`src/rtl/spi_pkg.sv`:
```
// Shared register map, control bit positions, FSM encoding and bus payload
// for the SPI master front-end arbiter.
package spi_pkg;

  localparam int unsigned DATA_W = 32;
  localparam int unsigned CS_W   = 2;
  localparam int unsigned NUM_CS = 4;
  localparam int unsigned CNT_W  = 16;

  localparam logic [DATA_W-1:0] DATA_OFF = 32'h0000_0000;
  localparam logic [DATA_W-1:0] CTRL_OFF = 32'h0000_0004;

  localparam int unsigned ENABLE_BIT = 0;
  localparam int unsigned BUSY_BIT   = 1;

  typedef enum logic [3:0] {
    IDLE      = 4'd0,
    SETUP     = 4'd1,
    LOAD      = 4'd2,
    POLL_REQ  = 4'd3,
    POLL_WAIT = 4'd4,
    RD_REQ    = 4'd5,
    RD_WAIT   = 4'd6,
    ABORT     = 4'd7,
    DONE      = 4'd8
  } state_t;

  typedef struct packed {
    logic [DATA_W-1:0] addr;
    logic [DATA_W-1:0] line;
  } bus_t;

  // One-cold slave select for a chip-select index.
  function automatic logic [NUM_CS-1:0] cs_decode(input logic [CS_W-1:0] idx);
    logic [NUM_CS-1:0] one;
    one = NUM_CS'(1);
    return ~(one << idx);
  endfunction

endpackage

```
`src/rtl/rr_arbiter2.sv`:
```
// Two-way round-robin arbiter: combinational grant, registered last-served pointer.
module rr_arbiter2 (
  input  logic       clk,
  input  logic       rst,
  input  logic [1:0] req,
  input  logic       update,
  input  logic       served,
  output logic       grant_valid_c,
  output logic       grant_idx_c
);

  logic last;

  // On a tie the requester that was not served last wins.
  always_comb begin
    grant_valid_c = |req;
    grant_idx_c   = 1'b0;
    if (req == 2'b11) begin
      grant_idx_c = ~last;
    end else if (req[1]) begin
      grant_idx_c = 1'b1;
    end
  end

  // Reset to requester 1 so requester 0 takes the first tie.
  always_ff @(posedge clk or posedge rst) begin
    if (rst) begin
      last <= 1'b1;
    end else if (update) begin
      last <= served;
    end
  end

endmodule

```
`src/rtl/spi_arbiter.sv`:
```
// Arbitrates two requesters onto one memory-mapped SPI master: enable, load,
// poll busy with timeout, read back, then acknowledge the granted requester.
module spi_arbiter
  import spi_pkg::*;
#(
  parameter logic [31:0] BASE    = 32'h0000_1000,
  parameter logic [15:0] TIMEOUT = 16'd4096
) (
  input  logic        clk,
  input  logic        rst,
  input  logic        req0,
  input  logic        req1,
  input  logic [31:0] tx0,
  input  logic [31:0] tx1,
  input  logic [1:0]  cs0,
  input  logic [1:0]  cs1,
  output logic [1:0]  ack,
  output logic        err,
  output logic [31:0] rx_data,
  output logic [31:0] m_w_addr,
  output logic [31:0] m_w_line,
  output logic        m_w,
  output logic [31:0] m_r_addr,
  output logic        m_r,
  input  logic [31:0] m_r_line,
  output logic [3:0]  cs_n
);

  localparam logic [DATA_W-1:0] ENABLE_WORD = DATA_W'(1) << ENABLE_BIT;

  state_t            state, state_d;
  logic              sel_q, sel_d;
  logic [DATA_W-1:0] tx_q, tx_d;
  logic [CS_W-1:0]   cs_q, cs_d;
  logic [CNT_W-1:0]  poll_cnt, poll_cnt_d;
  logic              aborted, aborted_d;

  logic [1:0]        ack_d;
  logic              err_d;
  logic [DATA_W-1:0] rx_d;
  logic              m_w_d, m_r_d;
  bus_t              wr_d;
  logic [DATA_W-1:0] m_r_addr_d;
  logic [NUM_CS-1:0] cs_n_d;

  logic              grant_valid_c;
  logic              grant_idx_c;

  rr_arbiter2 u_rr (
    .clk           (clk),
    .rst           (rst),
    .req           ({req1, req0}),
    .update        (state == DONE),
    .served        (sel_q),
    .grant_valid_c (grant_valid_c),
    .grant_idx_c   (grant_idx_c)
  );

  // State, latched transfer context and registered outputs.
  always_ff @(posedge clk or posedge rst) begin
    if (rst) begin
      state    <= IDLE;
      sel_q    <= 1'b0;
      tx_q     <= '0;
      cs_q     <= '0;
      poll_cnt <= '0;
      aborted  <= 1'b0;
      ack      <= '0;
      err      <= 1'b0;
      rx_data  <= '0;
      m_w      <= 1'b0;
      m_w_addr <= '0;
      m_w_line <= '0;
      m_r      <= 1'b0;
      m_r_addr <= '0;
      cs_n     <= '1;
    end else begin
      state    <= state_d;
      sel_q    <= sel_d;
      tx_q     <= tx_d;
      cs_q     <= cs_d;
      poll_cnt <= poll_cnt_d;
      aborted  <= aborted_d;
      ack      <= ack_d;
      err      <= err_d;
      rx_data  <= rx_d;
      m_w      <= m_w_d;
      m_w_addr <= wr_d.addr;
      m_w_line <= wr_d.line;
      m_r      <= m_r_d;
      m_r_addr <= m_r_addr_d;
      cs_n     <= cs_n_d;
    end
  end

  // Next state, then outputs decoded from the next state so each strobe
  // is registered yet lands in the cycle its state occupies.
  always_comb begin
    state_d    = state;
    sel_d      = sel_q;
    tx_d       = tx_q;
    cs_d       = cs_q;
    poll_cnt_d = poll_cnt;
    aborted_d  = aborted;
    rx_d       = rx_data;
    ack_d      = '0;
    err_d      = 1'b0;
    m_w_d      = 1'b0;
    wr_d       = '0;
    m_r_d      = 1'b0;
    m_r_addr_d = '0;
    cs_n_d     = '1;

    unique case (state)
      IDLE: begin
        if (grant_valid_c) begin
          state_d   = SETUP;
          sel_d     = grant_idx_c;
          tx_d      = grant_idx_c ? tx1 : tx0;
          cs_d      = grant_idx_c ? cs1 : cs0;
          aborted_d = 1'b0;
        end
      end
      SETUP:    state_d = LOAD;
      LOAD:     state_d = POLL_REQ;
      POLL_REQ: state_d = POLL_WAIT;
      POLL_WAIT: begin
        if (m_r_line[BUSY_BIT]) begin
          poll_cnt_d = poll_cnt + CNT_W'(1);
          state_d    = (poll_cnt_d == TIMEOUT) ? ABORT : POLL_REQ;
        end else begin
          state_d = RD_REQ;
        end
      end
      RD_REQ:   state_d = RD_WAIT;
      RD_WAIT: begin
        rx_d    = m_r_line;
        state_d = DONE;
      end
      ABORT: begin
        rx_d      = '0;
        aborted_d = 1'b1;
        state_d   = DONE;
      end
      DONE: begin
        poll_cnt_d = '0;
        state_d    = IDLE;
      end
      default:  state_d = IDLE;
    endcase

    unique case (state_d)
      SETUP: begin
        m_w_d = 1'b1;
        wr_d  = '{addr: BASE + CTRL_OFF, line: ENABLE_WORD};
      end
      LOAD: begin
        m_w_d = 1'b1;
        wr_d  = '{addr: BASE + DATA_OFF, line: tx_d};
      end
      POLL_REQ: begin
        m_r_d      = 1'b1;
        m_r_addr_d = BASE + CTRL_OFF;
      end
      RD_REQ: begin
        m_r_d      = 1'b1;
        m_r_addr_d = BASE + DATA_OFF;
      end
      ABORT: begin
        m_w_d = 1'b1;
        wr_d  = '{addr: BASE + CTRL_OFF, line: '0};
      end
      DONE: begin
        ack_d = sel_d ? 2'b10 : 2'b01;
        err_d = aborted_d;
      end
      default: ;
    endcase

    if (state_d != IDLE) begin
      cs_n_d = cs_decode(cs_d);
    end
  end

endmodule

```
`config.mk`:
```
export PLATFORM = sky130hd
export DESIGN_NAME = spi_arbiter
export DESIGN_NICKNAME = d
export VERILOG_FILES = /design/src/rtl/spi_pkg.sv /design/src/rtl/rr_arbiter2.sv /design/src/rtl/spi_arbiter.sv
export SDC_FILE = /design/constraint.sdc
export NUM_CORES = 1
export LEC_CHECK = 0
export ABC_AREA = 1
export CAP_MARGIN = 15
export CORE_UTILIZATION = 47
export CTS_CLUSTER_DIAMETER = 150
export DETAILED_ROUTE_END_ITERATION = 12
export PLACE_DENSITY = 0.95
export SYNTH_ARGS = -nofsm -noshare
export SYNTH_HDL_FRONTEND = slang
export SYNTH_SLANG_ARGS = --single-unit
```
`constraint.sdc`:
```
create_clock -name clk -period 11.4 [get_ports clk]
set_clock_uncertainty 0.2 [all_clocks]
set_input_delay 2.85 -clock clk [delete_from_list [all_inputs] [get_ports clk]]
set_output_delay 2.85 -clock clk [all_outputs]
set_load 0.005 [all_outputs]
```
==> Word level (Yosys, flattened, before mapping) <==
Index checks and enable logic that the tools add are counted.
{ "word_totals": {"n_memories": 0, "ram_bits": 0, "elab_cells": 73, "out_inout_bits": 137, "latch_bits": 0, "mem_bits_ro": 0, "register_bits": 194, "input_bits": 104} }
{ "op_classes": {"n_eq_ne": 17, "n_bitwise": 2, "mul": 0, "div": 0, "order_cmp": 0, "shifts": 1, "n_reduce_logical": 9, "n_addsub": 1, "mux": 27} }
{ "op_table": {"columns": ["operator", "n"], "rows": [
  ["$pmux 45 s3", 1],
  ["$mux 32", 3],
  ["$pmux 32 s2", 1],
  ["$pmux 16 s2", 1],
  ["$pmux 4 s7", 1],
  ["$pmux 13 s2", 1],
  ["$eq 4x3->1 const B", 6],
  ["$add 16x1->16 const B", 1],
  ["$eq 16x13->1 const B", 1],
  ["$eq 4x2->1 const B", 4],
  ["$mux 16", 1],
  ["$mux 2", 5],
  ["$eq 4x1->1 const B", 2],
  ["$eq 4x4->1 const B", 2],
  ["$mux 1", 8],
  ["$mux 4", 2],
  ["$mux 3", 2],
  ["$reduce_or 2->1", 3],
  ["$logic_not 4->1", 1],
  ["$not 4->4", 1],
  ["$reduce_bool 2->1", 2],
  ["$reduce_bool 4->1", 1],
  ["$shl 1x2->4 const A", 1],
  ["$reduce_or 3->1", 1],
  ["other kinds (5)", 5]
]} }

==> Logic depth before layout (Yosys ltp) <==
Gate-level depths: netlist of the first run.
{ "depth": {"ltp_word": 8, "ltp_mapped": 15, "depth_no_buf": 15} }

==> Hierarchy <==
From an unflattened synthesis of the first run, not the netlist that was laid out.
{ "hier_totals": {"hier_cells": 726, "area_unflattened_um2": 6118.4} }
{ "modules_own_cells": {"columns": ["mod", "n_inst", "area_each_um2", "cells_each"], "rows": [
  ["spi_arbiter", 1, 6058.3, 717],
  ["rr_arbiter2", 1, 60.1, 9]
]} }

==> Least setup slack after synthesis of the first run <==
OpenSTA, ideal clock, no wires.
{ "synth_path": {"path_kind": "in2reg", "from": "in req0", "to": "reg ack[0]", "path_slack_ps": 7373, "setup_time_ps": 132, "required_ps": 11068, "arrival_time_ps": 3695, "path_stages": 8, "path_cell_list": "nand2_1 > nand2_1 > inv_1 > clkbuf_1 > nand2_1 > a21boi_0 > inv_1 > nor2_1"} }
{ "synth_via": {"elab_chain_cells": 6, "elab_cells_between_ends": 10, "cone_classes": "eq/ne (2); mux (7); reduce/logical (1)"} }
{ "synth_rtl": {"columns": ["item", "line_no", "source"], "rows": [
  ["from (decl)", "spi_arbiter.sv:11", "input logic req0,"],
  ["$eq 2x2->1", "rr_arbiter2.sv:18", "if (req == 2'b11) begin"],
  ["$mux 1", "rr_arbiter2.sv:18", null],
  ["$mux 1 (*)", "spi_arbiter.sv:116", "if (grant_valid_c) begin"],
  ["$mux 1 (*)", "spi_arbiter.sv:114", "unique case (state)"],
  ["net sel_d", "spi_arbiter.sv:32", "logic sel_q, sel_d;"],
  ["$mux 2 (*)", "spi_arbiter.sv:174", "ack_d = sel_d ? 2'b10 : 2'b01;"],
  ["$mux 2 (*)", "spi_arbiter.sv:152", "unique case (state_d)"],
  ["net ack_d[0]", "spi_arbiter.sv:38", "logic [1:0] ack_d;"],
  ["to (signal assigned)", "spi_arbiter.sv:84", "ack <= ack_d;"],
  ["to (decl)", "spi_arbiter.sv:17", "output logic [1:0] ack,"]
]} }
The timed path passes the listed nets; every way through them passes the cells marked *.
A chain may end at the register's enable or synchronous reset.

==> Worst setup path after layout of the first run <==
{ "layout_path": {"from": "in req0", "to": "reg cs_n[1]"} }
{ "layout_via": {"elab_chain_cells": 8, "elab_cells_between_ends": 12, "cone_classes": "eq/ne (1); shift (1); mux (7); bitwise (1); reduce/logical (2)"} }
{ "layout_rtl": {"columns": ["item", "line_no", "source"], "rows": [
  ["$eq 2x2->1", "rr_arbiter2.sv:18", null],
  ["$mux 1", "rr_arbiter2.sv:18", null],
  ["$mux 2", "spi_arbiter.sv:120", "cs_d = grant_idx_c ? cs1 : cs0;"],
  ["$mux 2 (*)", "spi_arbiter.sv:116", null],
  ["$mux 2 (*)", "spi_arbiter.sv:114", null],
  ["net cs_d[1]", "spi_arbiter.sv:34", "logic [CS_W-1:0] cs_q, cs_d;"],
  ["$shl 1x2->4 (*)", "spi_pkg.sv:37", "return ~(one << idx);"],
  ["$not 4->4 (*)", "spi_pkg.sv:37", null],
  ["$mux 4 (*)", "spi_arbiter.sv:180", "if (state_d != IDLE) begin"],
  ["net cs_n_d[1]", "spi_arbiter.sv:44", "logic [NUM_CS-1:0] cs_n_d;"],
  ["to (signal assigned)", "spi_arbiter.sv:92", "cs_n <= cs_n_d;"],
  ["to (decl)", "spi_arbiter.sv:26", "output logic [3:0] cs_n"]
]} }
Marked as above.

==> PnR_summary.wiki, run 1 <==
{| class="wikitable"
! Metric !! Value
|-
| Post-synth EDFFs || 0
|-
| Async set or reset register ratio after synthesis || 100%
|-
| Path type of the worst setup path || input pin to flip-flop
|-
| Detailed-placement wirelength estimate || 10200 um
|-
| Total placed cells including tap cells || 1048
|-
| Mapped cell area || 6080 sq um
|-
| Measured slew at the worst slew-check pin || 1010 ps
|-
| Vias per cell || 4.86
|-
| Initial DRT Pass Iterations || 5
|-
| Path length in cells of the critical path || 11
|-
| Unrepaired setup endpoints after global routing || false
|-
| Pin count of the biggest net entering global routing || 73
|-
| Synthesis warning total || 0
|-
| Maximum resistive drop on vdd || 0.000159 V
|-
| Required time reported for the critical path endpoint || 11540 ps
|-
| Antenna Nets Post-Route || 0
|-
| Flip-flop and latch count after synthesis || 132
|-
| Final Util || 66.7%
|-
| Final GP Congestion || 0.884
|-
| Internal power contribution || 1.35 mW
|-
| I/O pins || 241
|-
| Finished Layout Cells || 1080
|-
| Number of rows created at floorplan || 41
|-
| Max Slew Vio Count || 0
|-
| Post-synthesis cell type with the largest combined area || sky130_fd_sc_hd__dfrtp_1
|-
| Endpoint of the most critical setup path || cs_n[1]
|-
| Final Setup Violations || 0
|-
| Number of antenna cells inserted || 0
|-
| Total power per unit cell area || 245 nW/um^2
|-
| FMAX || 196 MHz
|-
| Clock net sink count || 132
|-
| Startpoint Class || input pin
|-
| Post-CTS sizing || 0
|-
| Die X || 116 um
|-
| Most frequent standard cell in the layout excluding fill and tap cells || sky130_fd_sc_hd__nand2_1
|-
| Residual DRC || 0
|-
| Slowest library cell on the worst path || sky130_fd_sc_hd__clkdlybuf4s50_1
|-
| Flop pwr share || 35.9%
|-
| Number of hold-repair buffers added at the cts stage || 0
|-
| Core region area || 12600 sq um
|-
| Synth Instances || 721
|-
| Reg2Reg Depth || 10
|-
| Destination of the worst register-to-register timing path || m_w_line[2]
|-
| CP Max Fanout || 35
|-
| Maximum Capacitance Violations || 0
|-
| Power share of the combinational group || 36.6%
|-
| Per-cell routed wire length || 14.2 um
|-
| Final Critical Period || 5090 ps
|-
| Number of clock buffers inserted by TritonCTS || 17
|-
| Synthesis-to-finish area growth || 38.4%
|-
| Leakage Power || 4.16 nW
|-
| Type of element capturing the critical path || flip-flop
|-
| Wire length of the first global-routing pass || 24600 um
|-
| Routed via count || 5249
|-
| CTS tree || done
|-
| Overall fraction of global-route tracks in use || 24.2%
|-
| Clock buffer depth || 2
|-
| Most used flip-flop cell after synthesis || sky130_fd_sc_hd__dfrtp_1
|-
| Skew-Pair Late Insertion Delay || 410 ps
|-
| Slowest stage delay, CP || 530 ps
|-
| Number of different library cells in the post-synthesis netlist || 29
|-
| Synth top area cells || sky130_fd_sc_hd__dfrtp_1 (52%), sky130_fd_sc_hd__nand2_1 (13%), sky130_fd_sc_hd__buf_4 (7.7%)
|-
| Worst hold-check path type || flip-flop to flip-flop
|-
| Run status || completed
|-
| Number of antenna violations at the first check in global routing || 0
|-
| Total number of nets in the final design || 1000
|-
| Commonest non-fill, non-tap cells in the layout || sky130_fd_sc_hd__nand2_1 (206), sky130_fd_sc_hd__clkdlybuf4s50_1 (180), sky130_fd_sc_hd__dfrtp_1 (127)
|-
| Setup total negative slack || 0 ps
|-
| Htree depth || 4
|-
| Setup bufs post-CTS || 0
|-
| Family with the most delay on the worst path || buffers and inverters
|-
| Timing startpoint of the critical path || req0
|-
| Overall overflow remaining after global route || 0
|-
| Switching share of total power || 34.4%
|-
| Area of the die || 13400 sq um
|-
| Register-to-register path setup slack || 8680 ps
|-
| Chain of cells forming the critical path || clkdlybuf4s50_1, nand2_1, nand2_1, buf_4, inv_1, nor2_1, nor2_1, o21ai_0, nand2_1, a21oi_1, nand2_1
|-
| Root buf cell || sky130_fd_sc_hd__clkbuf_16
|-
| Total length of routed wires || 15400 um
|-
| Layout cell share with drive strength beyond 1 || 7.27%
|-
| Worst relative slew slack || 32.7%
|-
| Clock slew seen by the registers of the worst setup and hold paths || 60 ps
|-
| Crit Reg-Reg Startpoint || state[0]
|-
| DIE HEIGHT || 116 um
|-
| Cell with the most instances on the worst path || sky130_fd_sc_hd__nand2_1
|-
| Number of buffers and inverters on the critical path || 3
|-
| CP arrival || 5230 ps
|-
| Vias in the first global route || 5112
|-
| Synthesized area divided by synthesized cell count || 8.43 sq um
|-
| Clk network pwr share || 27.6%
|-
| Switching power total || 0.709 mW
|-
| Final hold viol count || 0
|-
| Number of port buffers || 180
|-
| Initial core utilization || 48.2%
|-
| Number of violations reported at the end of detailed-routing iteration 0 || 536
|-
| Ratio of final minimum period to clock period || 44.7%
|-
| Share of the synthesized area in the top cell type || 52.3%
|-
| Sequential fraction of the synthesis area || 54.4%
|-
| Overall power of the completed layout || 2.06 mW
|}
-- registers in the layout, indices dropped and copies added, names as in the netlist, 2 cells and up --
| signal | count |
|---|---|
| cs_q | 2 |
| m_w_addr | 2 |
| rx_data | 32 |
| state | 4 |
| m_w_line | 32 |
| tx_q | 32 |
| ack | 2 |
| poll_cnt | 16 |
| cs_n | 4 |
| m_r_addr | 2 |
-- power by group through the flow --
stage | combinational [mW] | clock [mW] | sequential (mW)
after floorplan | 0.394 | 0 | 0.740
after global placement | 0.713 | 0 | 0.737
after detailed placement | 0.743 | 0 | 0.740
after CTS | 0.752 | 0.575 | 0.739
after global routing | 0.836 | 0.596 | 0.756
final | 0.754 | 0.568 | 0.739
-- kinds of logic after synthesis --
| family | after synthesis | synth area share, % |
|---|---|---|
| flops | 132 | 54.4 |
| fa+ha+maj | 1 | 0.206 |
| compound gates | 87 | 7.35 |
| buf+inv | 156 | 13.6 |
| mux | 1 | 0.185 |
| xor+xnor | 3 | 0.432 |
| simple gates | 340 | 23.7 |
| other cells | 1 | 0.0617 |
-- worst min-delay path by stage --
| stage | startpoint | endpoint | slack (ps) | depth (start not counted) |
|---|---|---|---|---|
| detailed placement | rx_data[23] | rx_data[23] | 260 | 2 |
| CTS | rx_data[23] | rx_data[23] | 280 | 2 |
| global placement | aborted | aborted | 250 | 2 |
| global route | rx_data[22] | rx_data[22] | 300 | 2 |
| floorplan | aborted | aborted | 240 | 2 |
| finish | rx_data[23] | rx_data[23] | 280 | 2 |
-- cells in the mapped netlist (3+ instances only) --
| cell | count |
|---|---|
| sky130_fd_sc_hd__nand2_1 | 206 |
| sky130_fd_sc_hd__dfrtp_1 | 127 |
| sky130_fd_sc_hd__inv_1 | 63 |
| sky130_fd_sc_hd__nor2_1 | 63 |
| sky130_fd_sc_hd__buf_4 | 62 |
| sky130_fd_sc_hd__o21ai_0 | 48 |
| sky130_fd_sc_hd__nand3_1 | 44 |
| sky130_fd_sc_hd__o21ai_1 | 30 |
| sky130_fd_sc_hd__clkbuf_1 | 20 |
| sky130_fd_sc_hd__buf_2 | 7 |
| sky130_fd_sc_hd__nand4_1 | 7 |
| sky130_fd_sc_hd__dfstp_2 | 5 |
| sky130_fd_sc_hd__inv_2 | 4 |
| sky130_fd_sc_hd__nand3_2 | 4 |
| sky130_fd_sc_hd__nor2_2 | 4 |
| sky130_fd_sc_hd__o22ai_1 | 4 |
| sky130_fd_sc_hd__a21oi_1 | 3 |
| sky130_fd_sc_hd__nor2_4 | 3 |
| sky130_fd_sc_hd__nor3_1 | 3 |
| sky130_fd_sc_hd__xor2_1 | 3 |
-- worst min-delay path: stages, from the launching register on --
cell	delay [ps]
sky130_fd_sc_hd__dfrtp_1	340
sky130_fd_sc_hd__nand2_1	50
sky130_fd_sc_hd__nand2_1	50
-- layout make-up --
class	instances	area [sq um]
inverters	67	254
well taps	172	215
multi-input cells	492	2180
flip-flops and latches	132	3310
fillers	957	4210
repair buffers	185	1840
clock buffers	17	425
clock inverters	15	193
-- through the flow --
stage / worst slack (ps) / hold slack (ps) / instance area, sq um
after global routing: 6060 / 299 / 8410
after floorplan: 4830 / 237 / 6300
after CTS: 6390 / 280 / 8410
final: 6310 / 278 / 8410
after global placement: 6060 / 251 / 7800
after detailed placement: 5930 / 264 / 7800
-- metal layers --
layer  GRT usage [%]  share of wire [%]  vias up
li1                -                  -     2478
met1            29.6                 39     2457
met2            40.0                 50      275
met3            6.12                7.3       39
met4            12.1                3.1        0
met5               0                  0        -
(Power assumes the default switching activity.)
==> run 2: changes to the inputs <==
--- a/config.mk
+++ b/config.mk
@@ -7,10 +7,10 @@
 export LEC_CHECK = 0
 export ABC_AREA = 1
 export CAP_MARGIN = 15
-export CORE_UTILIZATION = 47
+export CORE_UTILIZATION = 44
 export CTS_CLUSTER_DIAMETER = 150
 export DETAILED_ROUTE_END_ITERATION = 12
-export PLACE_DENSITY = 0.95
+export PLACE_DENSITY = 0.91
 export SYNTH_ARGS = -nofsm -noshare
 export SYNTH_HDL_FRONTEND = slang
 export SYNTH_SLANG_ARGS = --single-unit
==> constraint.sdc (replaced) <==
create_clock -name clk -period 5.2 [get_ports clk]
set_clock_uncertainty 0.2 [all_clocks]
set_input_delay 1.3 -clock clk [delete_from_list [all_inputs] [get_ports clk]]
set_output_delay 1.3 -clock clk [all_outputs]
set_load 0.005 [all_outputs]
==> PnR_summary.wiki, run 2 (synthesis gave the netlist of run 1 again) <==
{| class="wikitable"
! Metric !! Value
|-
| Max Slew Vio Count || 0
|-
| Smallest hold slack || 275 ps
|-
| Number of antenna cells inserted || 0
|-
| Startpoint Class || input pin
|-
| Slowest stage delay, CP || 540 ps
|-
| Setup total negative slack || 0 ps
|-
| Worst hold-check path type || flip-flop to flip-flop
|-
| Multi-input combinational cell area || 2180 sq um
|-
| Vias in the first global route || 5258
|-
| Final GP Congestion || 0.841
|-
| Commonest non-fill, non-tap cells in the layout || sky130_fd_sc_hd__nand2_1 (206), sky130_fd_sc_hd__clkdlybuf4s50_1 (180), sky130_fd_sc_hd__dfrtp_1 (127)
|-
| Finished Layout Cells || 1084
|-
| Crit Reg-Reg Startpoint || u_rr.last
|-
| Layout cell share with drive strength beyond 1 || 6.72%
|-
| Overall fraction of global-route tracks in use || 23.1%
|-
| Area of the die || 14300 sq um
|-
| Synthesis-to-finish area growth || 37.9%
|-
| Detailed-placement wirelength estimate || 10400 um
|-
| Setup bufs post-CTS || 0
|-
| Clock slew seen by the registers of the worst setup and hold paths || 60 ps
|-
| Registers with the most flip-flops || m_w_line x32, rx_data x32, tx_q x32
|-
| Routed via count || 5260
|-
| Flip-flop and latch area || 3310 sq um
|-
| Initial core utilization || 45.6%
|-
| Final hold viol count || 0
|-
| Hold EP || rx_data[22]
|-
| Worst relative slew slack || 33.7%
|-
| Clock net sink count || 132
|-
| Final Setup Violations || 0
|-
| Slowest library cell on the worst path || sky130_fd_sc_hd__clkdlybuf4s50_1
|-
| Leakage Power || 4.15 nW
|-
| Run status || completed
|-
| Destination of the worst register-to-register timing path || cs_n[2]
|-
| Pin count of the biggest net entering global routing || 81
|-
| Setup WS pre-CTS || 1250 ps
|-
| Final setup margin || 1590 ps
|-
| DIE HEIGHT || 120 um
|-
| Placed Area || 7810 sq um
|-
| Core region area || 13300 sq um
|-
| I/O pins || 241
|-
| Number of clock buffers inserted by TritonCTS || 17
|-
| Cell depth of the worst min-delay path || 2
|-
| Maximum Capacitance Violations || 0
|-
| Number of hold-repair buffers added at the cts stage || 0
|-
| Total power per unit cell area || 528 nW/um^2
|-
| Post-CTS sizing || 0
|-
| Initial DRT Pass Iterations || 7
|-
| Total number of nets in the final design || 1000
|-
| Number of port buffers || 180
|-
| Wire length of the first global-routing pass || 25800 um
|-
| Skew-Pair Late Insertion Delay || 410 ps
|-
| Type of element capturing the critical path || flip-flop
|-
| Unrepaired setup endpoints after global routing || false
|-
| Die X || 120 um
|-
| Final Util || 62.8%
|-
| Number of violations reported at the end of detailed-routing iteration 0 || 298
|-
| Clock buffer depth || 2
|-
| Most frequent standard cell in the layout excluding fill and tap cells || sky130_fd_sc_hd__nand2_1
|-
| Root buf cell || sky130_fd_sc_hd__clkbuf_16
|-
| Ratio of final minimum period to clock period || 69.4%
|-
| Antenna Nets Post-Route || 0
|-
| FMAX || 277 MHz
|-
| Total length of routed wires || 15600 um
|-
| Measured slew at the worst slew-check pin || 994 ps
|-
| Number of rows created at floorplan || 42
|-
| Startpoint of the tightest hold check path || rx_data[22]
|-
| Per-cell routed wire length || 14.4 um
|-
| Maximum resistive drop on vdd || 0.000321 V
|-
| Total non-filler cell area in the finished layout || 8390 sq um
|-
| Chain of cells forming the critical path || clkdlybuf4s50_1, nand2_1, nand2_1, buf_4, inv_1, nor2_1, nor2_1, o21ai_0, nand2_1, a21oi_1, nand2_1
|-
| Total placed cells including tap cells || 1052
|-
| CP Max Fanout || 35
|-
| Residual DRC || 0
|-
| Vias per cell || 4.85
|-
| Reg2Reg Depth || 10
|-
| Path type of the worst setup path || input pin to flip-flop
|-
| Final Critical Period || 3610 ps
|-
| Number of antenna violations at the first check in global routing || 0
|-
| CTS tree || done
|-
| Cell with the most instances on the worst path || sky130_fd_sc_hd__nand2_1
|-
| Overall power of the completed layout || 4.43 mW
|-
| Register-to-register path setup slack || 2510 ps
|-
| CP arrival || 3740 ps
|-
| Required time reported for the critical path endpoint || 5330 ps
|-
| Total of fill cells in the finished design || 1095
|-
| Htree depth || 4
|-
| Overall overflow remaining after global route || 0
|}
run 2: changes by cell type in the layout (fill, tap and decap cells not counted), sizes merged:
cell | previous run | this run
inv | 74 | 68
clkinvlp | 3 | 2
bufinv | 3 | 2
clkinv | 2 | 3
clkbuf | 17 | 24
run 2: report_power, final:
part	internal, mW	switching [mW]
clock	0.732	0.431
combinational	0.756	0.891
sequential	1.44	0.177
run 2: layer usage:
metal  track usage, %  part of all wire (%)  up-vias
met5                0                     0        -
met4             13.0                   4.2        0
met3             5.09                   5.5       52
met2             38.4                    51      224
met1             27.9                    39     2506
li1                 -                     -     2478
run 2: layout make-up:
class	count	share of cell area, %
Tap cell	176	2.63
Inverter	67	3.03
Clock inverter	8	1.22
Clock buffer	24	5.62
Multi-Input combinational cell	492	26.0
Sequential cell	132	39.5
Timing Repair Buffer	185	22.1
run 2: critical path: cells and delay by family:
kind,cells,cell delay (ps)
AND/OR/NAND/NOR,6,720
AO/OA/AOI/OAI,2,270
buffers and inverters,3,1440
run 2: how the worst max path moves through the flow:
stage / slack [ps] / end / start / cells past startpoint
final: 1590 / cs_n[2] / req0 / 11
after global routing: 1410 / cs_n[2] / req0 / 11
after CTS: 1660 / cs_n[2] / req0 / 11
after detailed placement: 1250 / cs_n[2] / req0 / 11
after global placement: 1400 / cs_n[2] / req0 / 11
after floorplan: 180 / aborted / rst / 1
